$ cat src/rtl/pmod_report_pkg.sv
// Shared types and constants for the PMOD input reporter.
//   tx_state_t : UART transmitter states
//   FRAME_BITS : bits per 8N1 frame (start + 8 data + stop)
//   DATA_BITS  : payload bits per frame
//   cnt_width  : counter width for a modulo-n counter, never zero
package pmod_report_pkg;

    localparam int FRAME_BITS = 10;
    localparam int DATA_BITS  = 8;

    typedef enum logic [1:0] {
        IDLE,
        START,
        DATA,
        STOP
    } tx_state_t;

    // A counter that only has to reach n-1 needs $clog2(n) bits, which is
    // zero for n == 1, so clamp it to one bit.
    function automatic int cnt_width(input int n);
        return (n > 1) ? $clog2(n) : 1;
    endfunction

endpackage

$ cat src/rtl/uart_tx_byte.sv
// 8N1 UART transmitter for one byte per request.
//   clk, rst : clock, synchronous active-high reset
//   start    : request a frame; accepted only while idle
//   data     : byte to send, captured when start is accepted
//   tx       : serial output, idle high, driven from a flop
//   busy     : high during start, data and stop bits
module uart_tx_byte
    import pmod_report_pkg::*;
#(
    parameter int CLKS_PER_BIT = 234
) (
    input  logic                 clk,
    input  logic                 rst,
    input  logic                 start,
    input  logic [DATA_BITS-1:0] data,
    output logic                 tx,
    output logic                 busy
);

    localparam int                BAUD_W   = cnt_width(CLKS_PER_BIT);
    localparam logic [BAUD_W-1:0] BAUD_MAX = BAUD_W'(CLKS_PER_BIT - 1);
    localparam int                BIT_W    = cnt_width(DATA_BITS);
    localparam logic [BIT_W-1:0]  BIT_MAX  = BIT_W'(DATA_BITS - 1);

    tx_state_t            state_q, state_d;
    logic [BAUD_W-1:0]    baud_q, baud_d;
    logic [BIT_W-1:0]     bit_q, bit_d;
    logic [DATA_BITS-1:0] shift_q, shift_d;
    logic                 tx_q, tx_d;
    logic                 baud_last;

    always_comb begin
        state_d   = state_q;
        baud_d    = baud_q;
        bit_d     = bit_q;
        shift_d   = shift_q;
        tx_d      = tx_q;
        baud_last = (baud_q == BAUD_MAX);

        // tx_d is set one edge ahead of each bit so the line changes exactly
        // on the bit boundary while staying a registered output.
        case (state_q)
            IDLE: begin
                if (start) begin
                    state_d = START;
                    tx_d    = 1'b0;
                    baud_d  = '0;
                    bit_d   = '0;
                    shift_d = data;
                end
            end
            START: begin
                if (baud_last) begin
                    baud_d  = '0;
                    state_d = DATA;
                    tx_d    = shift_q[0];
                end else begin
                    baud_d = baud_q + 1'b1;
                end
            end
            DATA: begin
                if (baud_last) begin
                    baud_d = '0;
                    if (bit_q == BIT_MAX) begin
                        state_d = STOP;
                        tx_d    = 1'b1;
                    end else begin
                        bit_d   = bit_q + 1'b1;
                        shift_d = shift_q >> 1;
                        tx_d    = shift_q[1];
                    end
                end else begin
                    baud_d = baud_q + 1'b1;
                end
            end
            STOP: begin
                if (baud_last) begin
                    baud_d  = '0;
                    state_d = IDLE;
                end else begin
                    baud_d = baud_q + 1'b1;
                end
            end
            default: begin
                state_d = IDLE;
                tx_d    = 1'b1;
            end
        endcase
    end

    always_ff @(posedge clk) begin
        if (rst) begin
            state_q <= IDLE;
            baud_q  <= '0;
            bit_q   <= '0;
            shift_q <= '0;
            tx_q    <= 1'b1;
        end else begin
            state_q <= state_d;
            baud_q  <= baud_d;
            bit_q   <= bit_d;
            shift_q <= shift_d;
            tx_q    <= tx_d;
        end
    end

    assign tx   = tx_q;
    assign busy = (state_q != IDLE);

endmodule

$ cat src/rtl/pmod_input_reporter.sv
// Synchronises and debounces 8 PMOD input pins and reports every accepted
// change to the ESP32 as one 8N1 UART frame.
//   clk, rst     : clock, synchronous active-high reset
//   pmod_in      : asynchronous PMOD pins
//   gpio_tx_out  : UART line to the ESP32, idle high
//   pmod_state   : current debounced pin value
//   change_pulse : one-cycle strobe when pmod_state updates
//   busy         : high while a frame is on gpio_tx_out
module pmod_input_reporter
    import pmod_report_pkg::*;
#(
    parameter int CLKS_PER_BIT    = 234,
    parameter int DEBOUNCE_CYCLES = 27000,
    parameter int SYNC_STAGES     = 2
) (
    input  logic       clk,
    input  logic       rst,
    input  logic [7:0] pmod_in,
    output logic       gpio_tx_out,
    output logic [7:0] pmod_state,
    output logic       change_pulse,
    output logic       busy
);

    localparam int               CNT_W   = cnt_width(DEBOUNCE_CYCLES);
    localparam logic [CNT_W-1:0] CNT_MAX = CNT_W'(DEBOUNCE_CYCLES - 1);

    logic [SYNC_STAGES-1:0][7:0] sync_q, sync_d;
    logic [7:0]                  cand_q, cand_d;
    logic [CNT_W-1:0]            cnt_q, cnt_d;
    logic [7:0]                  state_q, state_d;
    logic                        pulse_q, pulse_d;
    logic [7:0]                  last_sent_q, last_sent_d;
    logic [7:0]                  sync_v;
    logic                        tx_busy;
    logic                        send;

    always_comb begin
        sync_d = {sync_q[SYNC_STAGES-2:0], pmod_in};
        sync_v = sync_q[SYNC_STAGES-1];

        cand_d  = cand_q;
        cnt_d   = cnt_q;
        state_d = state_q;
        pulse_d = 1'b0;

        // The whole vector debounces as one: any bit moving restarts the
        // hold time. Once saturated the counter parks at CNT_MAX, so a
        // candidate equal to the current state is simply held there.
        if (sync_v != cand_q) begin
            cand_d = sync_v;
            cnt_d  = '0;
        end else if (cnt_q == CNT_MAX) begin
            if (cand_q != state_q) begin
                state_d = cand_q;
                pulse_d = 1'b1;
            end
        end else begin
            cnt_d = cnt_q + 1'b1;
        end

        // Only idle looks at pending, so mid-frame changes coalesce into one
        // frame carrying the latest value, and a revert to what was last sent
        // produces nothing.
        send        = (state_q != last_sent_q) && !tx_busy;
        last_sent_d = send ? state_q : last_sent_q;
    end

    always_ff @(posedge clk) begin
        if (rst) begin
            sync_q      <= '0;
            cand_q      <= '0;
            cnt_q       <= '0;
            state_q     <= '0;
            pulse_q     <= 1'b0;
            last_sent_q <= '0;
        end else begin
            sync_q      <= sync_d;
            cand_q      <= cand_d;
            cnt_q       <= cnt_d;
            state_q     <= state_d;
            pulse_q     <= pulse_d;
            last_sent_q <= last_sent_d;
        end
    end

    uart_tx_byte #(
        .CLKS_PER_BIT(CLKS_PER_BIT)
    ) u_tx (
        .clk  (clk),
        .rst  (rst),
        .start(send),
        .data (state_q),
        .tx   (gpio_tx_out),
        .busy (tx_busy)
    );

    assign pmod_state   = state_q;
    assign change_pulse = pulse_q;
    assign busy         = tx_busy;

endmodule

$ cat config.mk
export PLATFORM = sky130hd
export DESIGN_NAME = pmod_input_reporter
export DESIGN_NICKNAME = d
export VERILOG_FILES = /design/src/rtl/pmod_report_pkg.sv /design/src/rtl/uart_tx_byte.sv /design/src/rtl/pmod_input_reporter.sv
export SDC_FILE = /design/constraint.sdc
export NUM_CORES = 1
export LEC_CHECK = 0
export BUFFER_PORTS_ARGS = -buffer_cell sky130_fd_sc_hd__buf_4
export CAP_MARGIN = 20
export CORE_MARGIN = 2
export CORE_UTILIZATION = 45
export CTS_CLUSTER_SIZE = 25
export DETAILED_ROUTE_END_ITERATION = 12
export PLACE_DENSITY_LB_ADDON = 0.05
export REMOVE_ABC_BUFFERS = 1
export SYNTH_ARGS = -nofsm -noshare
export SYNTH_HDL_FRONTEND = slang
export SYNTH_SLANG_ARGS = --single-unit
$ cat constraint.sdc
create_clock -name clk -period 2.08 [get_ports clk]
set_clock_uncertainty 0.2 [all_clocks]
set_input_delay 0.416 -clock clk [delete_from_list [all_inputs] [get_ports clk]]
set_output_delay 0.416 -clock clk [all_outputs]
set_load 0.02 [all_outputs]
==> out/qor.csv, run 1 <==
stage,metric,value,unit
worst_setup_path,startpoint types,flop,
sta,achievable clock frequency,463,MHz
yosys,synth warn,0,
worst_setup_path,CP max FO,4,
drt,drt first pass iters,4,
placed_design,gpl congestion,0.793,
worst_setup_path,Worst path slowest cell,or4b_1,
worst_setup_path,"critical path, cell by cell",or4b_1 > or4_4 > nor4_4 > buf_4 > clkbuf_16 > mux2i_1,
run,Max-cap violations,0,
worst_setup_path,WS Path Type,flop to flop,
cts,TritonCTS Sinks,78,
yosys,"Seq/Total Area, Yosys",0.460,
worst_setup_path,WP data arrival,2.24,ns
yosys,Simple-Gate Fraction of Synth Area,0.220,
sta,Tightest Pin Transition,0.544,ns
cts,H-tree levels,3,
cells_and_area,Sequential Area,0.00157,mm²
drt,Post-Route M1 WL,3560,µm
drt,Top Metal Used,met4,
worst_setup_path,"slowest stage delay, CP",0.51,ns
cells_and_area,synthesis-to-layout area growth,20.7,%
cells_and_area,multi-input logic area,0.00174,mm²
yosys,largest cells by area after synthesis,"dfxtp_1 46%, mux2i_1 7.7%, xnor2_1 5.7%, nor2b_1 5.0%, nor2_1 4.2%",
grt,gr usage total,0.170,
yosys,Synth Area in Adders,0.0368,
yosys,Mapped Area,0.00340,mm²
cells_and_area,"commonest non-fill, non-tap cell in the layout",dfxtp_1,
cts,root buf cell,clkbuf_8,
drt,routed vias/inst,4.90,
drt,Vias,2504,
die,Top Ports,21,
status,failing checks,negative setup slack,
sta,RSZ-0062 raised after global routing,yes,
yosys,Most used DFF post-synth,dfxtp_1,
grt,first-pass GRT wire length,11200,µm
sta,setup TNS,-0.376,ns
sta,setup ws final,-0.0798,ns
grt,vias in the first global route,2391,
sta,fin crit share,1.04,
yosys,largest family of logic cells by synthesized area,simple AND/OR/NAND/NOR gates,
sta,Tmin final,2.16,ns
die,Core Area,0.00729,mm²
min_path,Hold Crit Class,input pin to flop,
power_and_ir_drop,VDD IR-drop max,0.392,mV
cells_and_area,fin nets,427,
yosys,unique cell type count in the Yosys netlist,41,
cts,worst skew pair latency,0.35,ns
grt,antenna violations before repair,0,
die,row count,31,
yosys,xor/xnor cell area share of the yosys netlist,0.0980,
drt,met3 wire length,195,µm
cts,TritonCTS Buffers,9,
cts,Longest Clk Path Bufs,2,
worst_setup_path,WP data required,2.16,ns
yosys,compound-cell area share of the yosys netlist,0.0722,
yosys,post-synthesis mux area share,0.0766,
drt,WL met2,2710,µm
worst_setup_path,Critical Path End Type,flop,
power_and_ir_drop,leakage,1.63,nW
yosys,"area leader, netlist",dfxtp_1,
sta,Slew headroom,0.638,
drt,drt wl/cell,12.9,µm
cts,clock slew at reported path FFs,0.08,ns
status,status,"finished, violations left",
drt,DRC errors left,0,
yosys,"EDFF count, synth",0,
die,die width,90.9,µm
yosys,"Async S/R FF share, synth",0,
die,Starting Density,0.466,
cells_and_area,Filler cells,713,
grt,largest net degree at the start of global routing,30,
cells_and_area,Antenna diodes,0,
die,full die area,0.00826,mm²
cells_and_area,most frequent cells in the layout,"73 x dfxtp_1, 49 x buf_4, 38 x nor2_1",
yosys,#FFs+latches synth,78,
yosys,Yosys top cell area share,0.460,
drt,Routed WL,6590,µm
cells_and_area,layout cell share with drive strength beyond 1,0.192,
sta,# setup viols final,9,
die,die height,90.9,µm
placed_design,PortBufs,20,
grt,GRT overflow,0,
placed_design,dpl hpwl,4610,µm
sta,final hold violations,0,
yosys,Post-Syn Instances,362,
cts,CTS tree,built,
yosys,syn_area_per_cell,9.38,µm²
drt,post-route ant nets,0,
drt,initial DRC count,85,
power_and_ir_drop,PD cells,790,mW/mm²
sta,hold slack,0.0800,ns
sta,"Slew Viols, Final",0,
flip-flops by register name (all words and copies together) (netlist names):
| name | flops |
|---|---|
| sync_v | 8 |
| change_pulse | 1 |
| u_tx.state_q | 2 |
| sync_d | 8 |
| cnt_q | 15 |
| cand_q | 8 |
| pmod_state | 8 |
| u_tx.baud_q | 8 |
| u_tx.bit_q | 3 |
| last_sent_q | 8 |
| u_tx.shift_q | 8 |
| u_tx.tx | 1 |
metrics by stage:
stage,area [µm²],utilization,cells,power [mW],setup slack [ns]
after floorplan,3320,-,344,1.88,-0.397
after global placement,3820,0.524,492,2.01,-0.153
after detailed placement,3820,0.524,492,2.02,-0.242
after CTS,4080,0.560,510,3.26,-0.122
after global routing,4100,0.562,511,3.40,-0.200
final,4100,0.562,511,3.24,-0.0798
worst max-delay path: cells and delay by family, from the launching register on:
kind	cells	cell delay [ns]
simple gates	3	1.13
buf+inv	2	0.29
mux	1	0.16
flops	1	0.32
cell usage after synthesis (all sizes together) (4+ instances only):
library cell and instances:
a211oi 7, a21oi 8, clkbuf 15, dfxtp 78, ha 10, inv 12, mux2i 26, nand2 30
nand2b 4, nand3 16, nand4 8, nor2 38, nor2b 27, o32ai 4, xnor2 22, xor2 16
timing repair:
action	in CTS	in global routing
gates resized for setup	2	12
pin swaps	3	1
cloned	1	1
buffers inserted	1	1
setup endpoints to repair	13	21
hold buffers	0	0
final timing paths:
path | start | endpoint | slack (ns) | cells after the start
worst max-delay path | cnt_q[10] | pmod_state[4] | -0.08 | 6
worst min-delay path | pmod_in[7] | sync_d[15] | 0.08 | 2
worst max register to register | cnt_q[10] | pmod_state[4] | -0.08 | 6
worst min register to register | sync_d[8] | sync_v[0] | 0.24 | 1
cell type report:
cell class | count | share of cell area
Multi-Input combinational cell | 254 | 0.424
Sequential cell | 78 | 0.382
Timing Repair Buffer | 52 | 0.100
Clock buffer | 10 | 0.0311
Tap cell | 99 | 0.0302
Clock inverter | 6 | 0.0211
Inverter | 12 | 0.0110
kinds of logic (layout without fill, tap and decap cells):
kind of cell | after synthesis | count (layout)
AO/OA/AOI/OAI | 35 | 35
XOR/XNOR | 38 | 38
adder cells (fa/ha/maj) | 10 | 10
buffers and inverters | 30 | 80
flip-flops | 78 | 78
multiplexers | 26 | 26
AND/OR/NAND/NOR | 145 | 145
layer usage:
metal / up-vias / GRT usage
met5: - / 0
met4: 0 / 0.0846
met3: 11 / 0.0392
met2: 32 / 0.246
met1: 1149 / 0.237
li1: 1312 / -
power by group:
part,switching [mW],internal (mW)
clock network,0.561,0.674
logic,0.224,0.180
registers,0.0393,1.56
total,0.824,2.42
Note: power is estimated with default switching activity, not from simulation.
==> run 2, diff against run 1 <==
Settings changed: PLACE_DENSITY set to 0.6, PLACE_DENSITY_LB_ADDON 0.05 to not set.
==> run 2 against run 1 <==
Effect of this change: die area unchanged; sequential share of layout area decreased by 0.17 points; sequential power about the same; worst setup slack better by 0.065 ns; register-to-register slack better by 0.06 ns; hold slack better by 0.0015 ns; design area is 0.27% higher; critical path depth down 1; via count decreased by 0.20%; sequential cell count is the same; highest routed layer unchanged; the run still ends with negative setup slack left; clock-buffer cell count rose by 2.
==> out/qor.csv, run 2 (synthesis results as in run 1) <==
stage,metric,value,unit,change
status,status,"finished, violations left",,
status,failing checks,negative setup slack,,
cells_and_area,post-route insts no fill,509,,-0.39%
min_path,Hold Startpoint,pmod_in[1],,
cells_and_area,"commonest non-fill, non-tap cell in the layout",dfxtp_1,,
drt,Vias,2499,,-0.20%
cts,quantity of hold-fixing buffers added after cts,0,,unchanged
die,die width,90.9,µm,unchanged
run,Max-cap violations,0,,unchanged
cts,root buf cell,clkbuf_8,,
drt,Routed WL,6300,µm,-4.4%
placed_design,PortBufs,20,,unchanged
sta,achievable clock frequency,477,MHz,+3.1%
min_path,Hold Crit Class,input pin to flop,,
sta,Tightest Pin Transition,0.541,ns,-0.00262 ns
grt,vias in the first global route,2262,,-5.4%
drt,drt wl/cell,12.4,µm,-4.0%
power_and_ir_drop,leakage,1.63,nW,+0.38%
placed_design,dpl hpwl,4420,µm,-4.0%
cells_and_area,final core utilization,0.564,,+0.00154
cells_and_area,Filler cells,719,,+0.84%
worst_setup_path,startpoint types,flop,,
placed_design,gpl congestion,0.755,,-4.7%
drt,post-route ant nets,0,,unchanged
grt,first-pass GRT wire length,10500,µm,-5.7%
drt,initial DRC count,54,,-36%
sta,setup ws final,-0.0149,ns,+0.0649 ns
sta,setup TNS,-0.0269,ns,+0.350 ns
cells_and_area,max reg flops,15,,unchanged
die,full die area,0.00826,mm²,unchanged
cts,Longest Clk Path Bufs,2,,unchanged
cts,TritonCTS Sinks,78,,unchanged
sta,hold slack,0.0815,ns,+0.00151 ns
cts,post-CTS setup buffers,0,,-1
cells_and_area,Reg with most FFs,cnt_q,,
grt,largest net degree at the start of global routing,42,,+40%
sta,Tmin final,2.09,ns,-0.0649 ns
drt,drt first pass iters,4,,unchanged
worst_setup_path,WS Path Type,flop to flop,,
worst_setup_path,Critical Path End Type,flop,,
cts,H-tree levels,3,,unchanged
die,row count,31,,unchanged
cells_and_area,fin nets,426,,-0.23%
worst_setup_path,RR Startpoint,cnt_q[7],,
drt,DRC errors left,0,,unchanged
worst_setup_path,WP data required,2.15,ns,about the same
cts,TritonCTS Buffers,9,,unchanged
sta,fin crit share,1.01,,-0.0312
cells_and_area,most frequent cells in the layout,"75 x dfxtp_1, 49 x buf_4, 38 x nor2_1",,
placed_design,# placed instances,493,,+0.20%
sta,Slew headroom,0.639,,+0.00135
cts,worst skew pair latency,0.34,ns,about the same
sta,# setup viols final,5,,-4
worst_setup_path,WP data arrival,2.16,ns,-0.08 ns
worst_setup_path,crit path from,cnt_q[7],,
cells_and_area,layout cell share with drive strength beyond 1,0.183,,-0.00882
die,die height,90.9,µm,unchanged
grt,gr usage total,0.160,,-0.00967
cells_and_area,Antenna diodes,0,,unchanged
cts,clock slew at reported path FFs,0.08,ns,about the same
grt,antenna violations before repair,0,,unchanged
cts,CTS tree,built,,
die,Top Ports,21,,unchanged
sta,final hold violations,0,,unchanged
drt,routed vias/inst,4.91,,+0.19%
power_and_ir_drop,Final Power,3.28,mW,+1.1%
worst_setup_path,CP max FO,5,,+1
sta,RSZ-0062 raised after global routing,yes,,
sta,"Slew Viols, Final",0,,unchanged
power_and_ir_drop,VDD IR-drop max,0.474,mV,+21%
power_and_ir_drop,PD cells,797,mW/mm²,+0.85%
die,Core Area,0.00729,mm²,unchanged
die,Starting Density,0.466,,unchanged
grt,GRT overflow,0,,unchanged
cells_and_area,synthesis-to-layout area growth,21.0,%,
## run 2: cell count changes in the layout (fill, tap and decap cells not counted), sizes merged
cell    before  now
clkinv       3    0
buf         50   51
## run 2: layer usage
metal	vias up	share of wire	global-route usage
met5	-	0	0
li1	1310	-	-
met2	39	0.42	0.236
met3	7	0.035	0.0451
met4	0	0.014	0.0606
met1	1143	0.53	0.223
## run 2: critical path: stages (launching register included)
cell,delay [ns]
dfxtp_1,0.31
or4b_1,0.51
or4_4,0.45
nor4_4,0.16
buf_4,0.20
mux2i_1,0.18
## run 2: power by group
part | switching [mW] | internal (mW)
Sequential | 0.0400 | 1.56
Clock | 0.525 | 0.736
Combinational | 0.228 | 0.185
Total | 0.793 | 2.48
## run 2: layout make-up
cell class	instances	area, µm²	area share
sequential	78	1570	0.381
clock buffer	12	155	0.0377
tap	99	124	0.0301
timing repair buffer	51	399	0.0971
inverter	12	45.0	0.0110
clock inverter	3	67.6	0.0164
multi-input combinational	254	1750	0.427
## run 2: what timing repair did
action	in CTS	in global routing
setup endpoints to repair	17	35
pin swaps	2	1
resized for setup	2	12
gates cloned	0	1
## run 2: stage by stage
step                      cell area [µm²]  setup slack (ns)
after floorplan                      3320            -0.397
after global placement               3830            -0.147
after detailed placement             3830            -0.175
after CTS                            4060          -0.00879
after global routing                 4110           -0.0896
final                                4110           -0.0149
## run 2: worst paths after layout
check / to / slack [ns] / cells after the start
max: pmod_state[5] / -0.01 / 5
min reg2reg: sync_v[6] / 0.24 / 1
max reg2reg: pmod_state[5] / -0.01 / 5
min: sync_d[9] / 0.08 / 2
==> run 3, diff against run 2 <==
Settings changed: PLACE_DENSITY 0.6 to 0.58.
Clock period 2.08 ns to 2.3 ns, I/O delays scaled along.
==> run 3 against run 2 <==
Effect of this change: the run now ends clean; sequential share of layout area grew 0.81 points; design area shrank 2.3%; combinational power shrank 18%; non-clock buffer count shrank 10; hold slack gained 0.055 ns; die area is the same; power shrank 7.3%; critical endpoint unchanged; global-route usage grew 0.61 points; cell count shrank 1.8%; critical path type unchanged; highest routed layer unchanged; sequential power shrank 9%.
==> out/qor.csv, run 3 (synthesis results as in run 1) <==
stage,metric,value,unit,change
grt,largest net degree at the start of global routing,35,,-17%
sta,RSZ-0062 raised after global routing,no,,
sta,Tmin final,2.19,ns,+0.0972 ns
drt,routed vias/inst,5.01,,+2.0%
cells_and_area,most frequent cells in the layout,"78 x dfxtp_1, 40 x buf_4, 38 x nor2_1",,
placed_design,dpl hpwl,4380,µm,-0.81%
cells_and_area,Antenna diodes,0,,unchanged
grt,antenna violations before repair,0,,unchanged
worst_setup_path,CP max FO,9,,+4
power_and_ir_drop,clock share of power,0.411,,+0.026
cells_and_area,layout cell share with drive strength beyond 1,0.142,,-0.0408
placed_design,Post-DP Area,0.00376,mm²,-1.8%
status,status,"complete, no violations",,
cts,root buf cell,clkbuf_8,,
grt,gr usage total,0.166,,+0.00609
power_and_ir_drop,switching pwr,0.696,mW,-12%
power_and_ir_drop,sequential share of power,0.477,,-0.012
sta,"Slew Viols, Final",0,,unchanged
die,row count,31,,unchanged
power_and_ir_drop,PD cells,756,mW/mm²,-5.1%
drt,Routed WL,6310,µm,+0.14%
worst_setup_path,startpoint types,flop,,
power_and_ir_drop,Sw Share,0.229,,-0.0129
sta,hold slack,0.137,ns,+0.0551 ns
cts,worst skew pair latency,0.33,ns,about the same
die,Starting Density,0.466,,unchanged
cts,Longest Clk Path Bufs,2,,unchanged
die,die height,90.9,µm,unchanged
power_and_ir_drop,leakage,1.58,nW,-3.4%
drt,drt wl/cell,12.6,µm,+1.9%
drt,drt first pass iters,4,,unchanged
die,die width,90.9,µm,unchanged
drt,DRC errors left,0,,unchanged
worst_setup_path,Critical Path End Type,flop,,
drt,post-route ant nets,0,,unchanged
worst_setup_path,WP data arrival,2.24,ns,+0.08 ns
sta,fin crit share,0.953,,-0.0541
cts,H-tree levels,3,,unchanged
power_and_ir_drop,combinational power share,0.112,,-0.014
cts,TritonCTS Sinks,78,,unchanged
min_path,Hold Crit Class,input pin to flop,,
placed_design,# placed instances,484,,-1.8%
cts,quantity of hold-fixing buffers added after cts,0,,unchanged
cts,clock slew at reported path FFs,0.08,ns,about the same
worst_setup_path,WP data required,2.35,ns,+0.20 ns
cells_and_area,synthesis-to-layout area growth,18.2,%,
placed_design,gpl congestion,0.731,,-3.2%
worst_setup_path,WS Path Type,flop to flop,,
placed_design,PortBufs,20,,unchanged
power_and_ir_drop,VDD IR-drop max,0.448,mV,-5.4%
cells_and_area,Reg with most FFs,cnt_q,,
cells_and_area,fin area,0.00402,mm²,-2.3%
sta,final hold violations,0,,unchanged
drt,Vias,2504,,+0.20%
cells_and_area,max reg flops,15,,unchanged
sta,# setup viols final,0,,-5
die,full die area,0.00826,mm²,unchanged
die,Top Ports,21,,unchanged
cells_and_area,fin nets,416,,-2.3%
sta,Tightest Pin Transition,0.552,ns,+0.0115 ns
cts,post-CTS setup buffers,0,,unchanged
cells_and_area,"commonest non-fill, non-tap cell in the layout",dfxtp_1,,
run,Max-cap violations,0,,unchanged
power_and_ir_drop,Cell Int Power,2.34,mW,-5.7%
sta,achievable clock frequency,456,MHz,-4.4%
grt,first-pass GRT wire length,11200,µm,+6.4%
die,Core Area,0.00729,mm²,unchanged
grt,GRT overflow,0,,unchanged
cts,CTS tree,built,,
sta,Slew headroom,0.632,,-0.00728
drt,initial DRC count,90,,+67%
cells_and_area,post-route insts no fill,500,,-1.8%
grt,vias in the first global route,2366,,+4.6%
cts,TritonCTS Buffers,9,,unchanged
[run 3: final timing paths]
check | to | cells after the start | start | slack (ns)
setup reg to reg | pmod_state[5] | 5 | cnt_q[7] | 0.11
setup / recovery | pmod_state[5] | 5 | cnt_q[7] | 0.11
hold reg to reg | sync_v[0] | 1 | sync_d[8] | 0.24
hold / removal | sync_d[14] | 2 | pmod_in[6] | 0.14
[run 3: power groups by stage]
stage                     clock [mW]  combinational (mW)  sequential, mW
after floorplan                    0               0.223            1.48
after global placement             0               0.334            1.48
after detailed placement           0               0.339            1.48
after CTS                       1.29               0.342            1.45
after global routing            1.35               0.383            1.46
final                           1.25               0.339            1.45
[run 3: layer usage]
| metal | track usage | up-vias | routed length, µm |
|---|---|---|---|
| met3 | 0.0384 | 4 | 242 |
| met1 | 0.239 | 1163 | 3290 |
| met4 | 0.0619 | 0 | 33 |
| met2 | 0.243 | 44 | 2740 |
| li1 | - | 1293 | - |
| met5 | 0 | - | 0 |
[run 3: layout make-up]
class                   instances  area (µm²)
clock inverters                 3        90.1
fillers                       701        3280
flip-flops and latches         78        1560
inverters                      12        45.0
clock buffers                  13         159
well taps                      99         124
multi-input cells             254        1720
repair buffers                 41         320
[run 3: critical path, stage by stage (launching register included)]
cell and delay, ns:
dfxtp_1 0.32, or4b_1 0.51, or4_4 0.51, nor4_4 0.20
buf_12 0.17, mux2i_1 0.20
[run 3: per-stage QoR]
| step | setup WS (ns) | util | setup TNS, ns | power, mW |
|---|---|---|---|---|
| after floorplan | -0.177 | - | -3.38 | 1.70 |
| after global placement | 0.0657 | 0.516 | 0 | 1.81 |
| after detailed placement | -0.00129 | 0.516 | -0.00129 | 1.82 |
| after CTS | 0.0185 | 0.551 | 0 | 3.08 |
| after global routing | 0.0107 | 0.551 | 0 | 3.19 |
| final | 0.108 | 0.551 | 0 | 3.04 |
[run 3: timing repair]
action / in CTS / in global routing
cloned: 0 / 0
pin swaps: 0 / 1
setup endpoints to repair: 1 / 6
gates resized for setup: 1 / 0
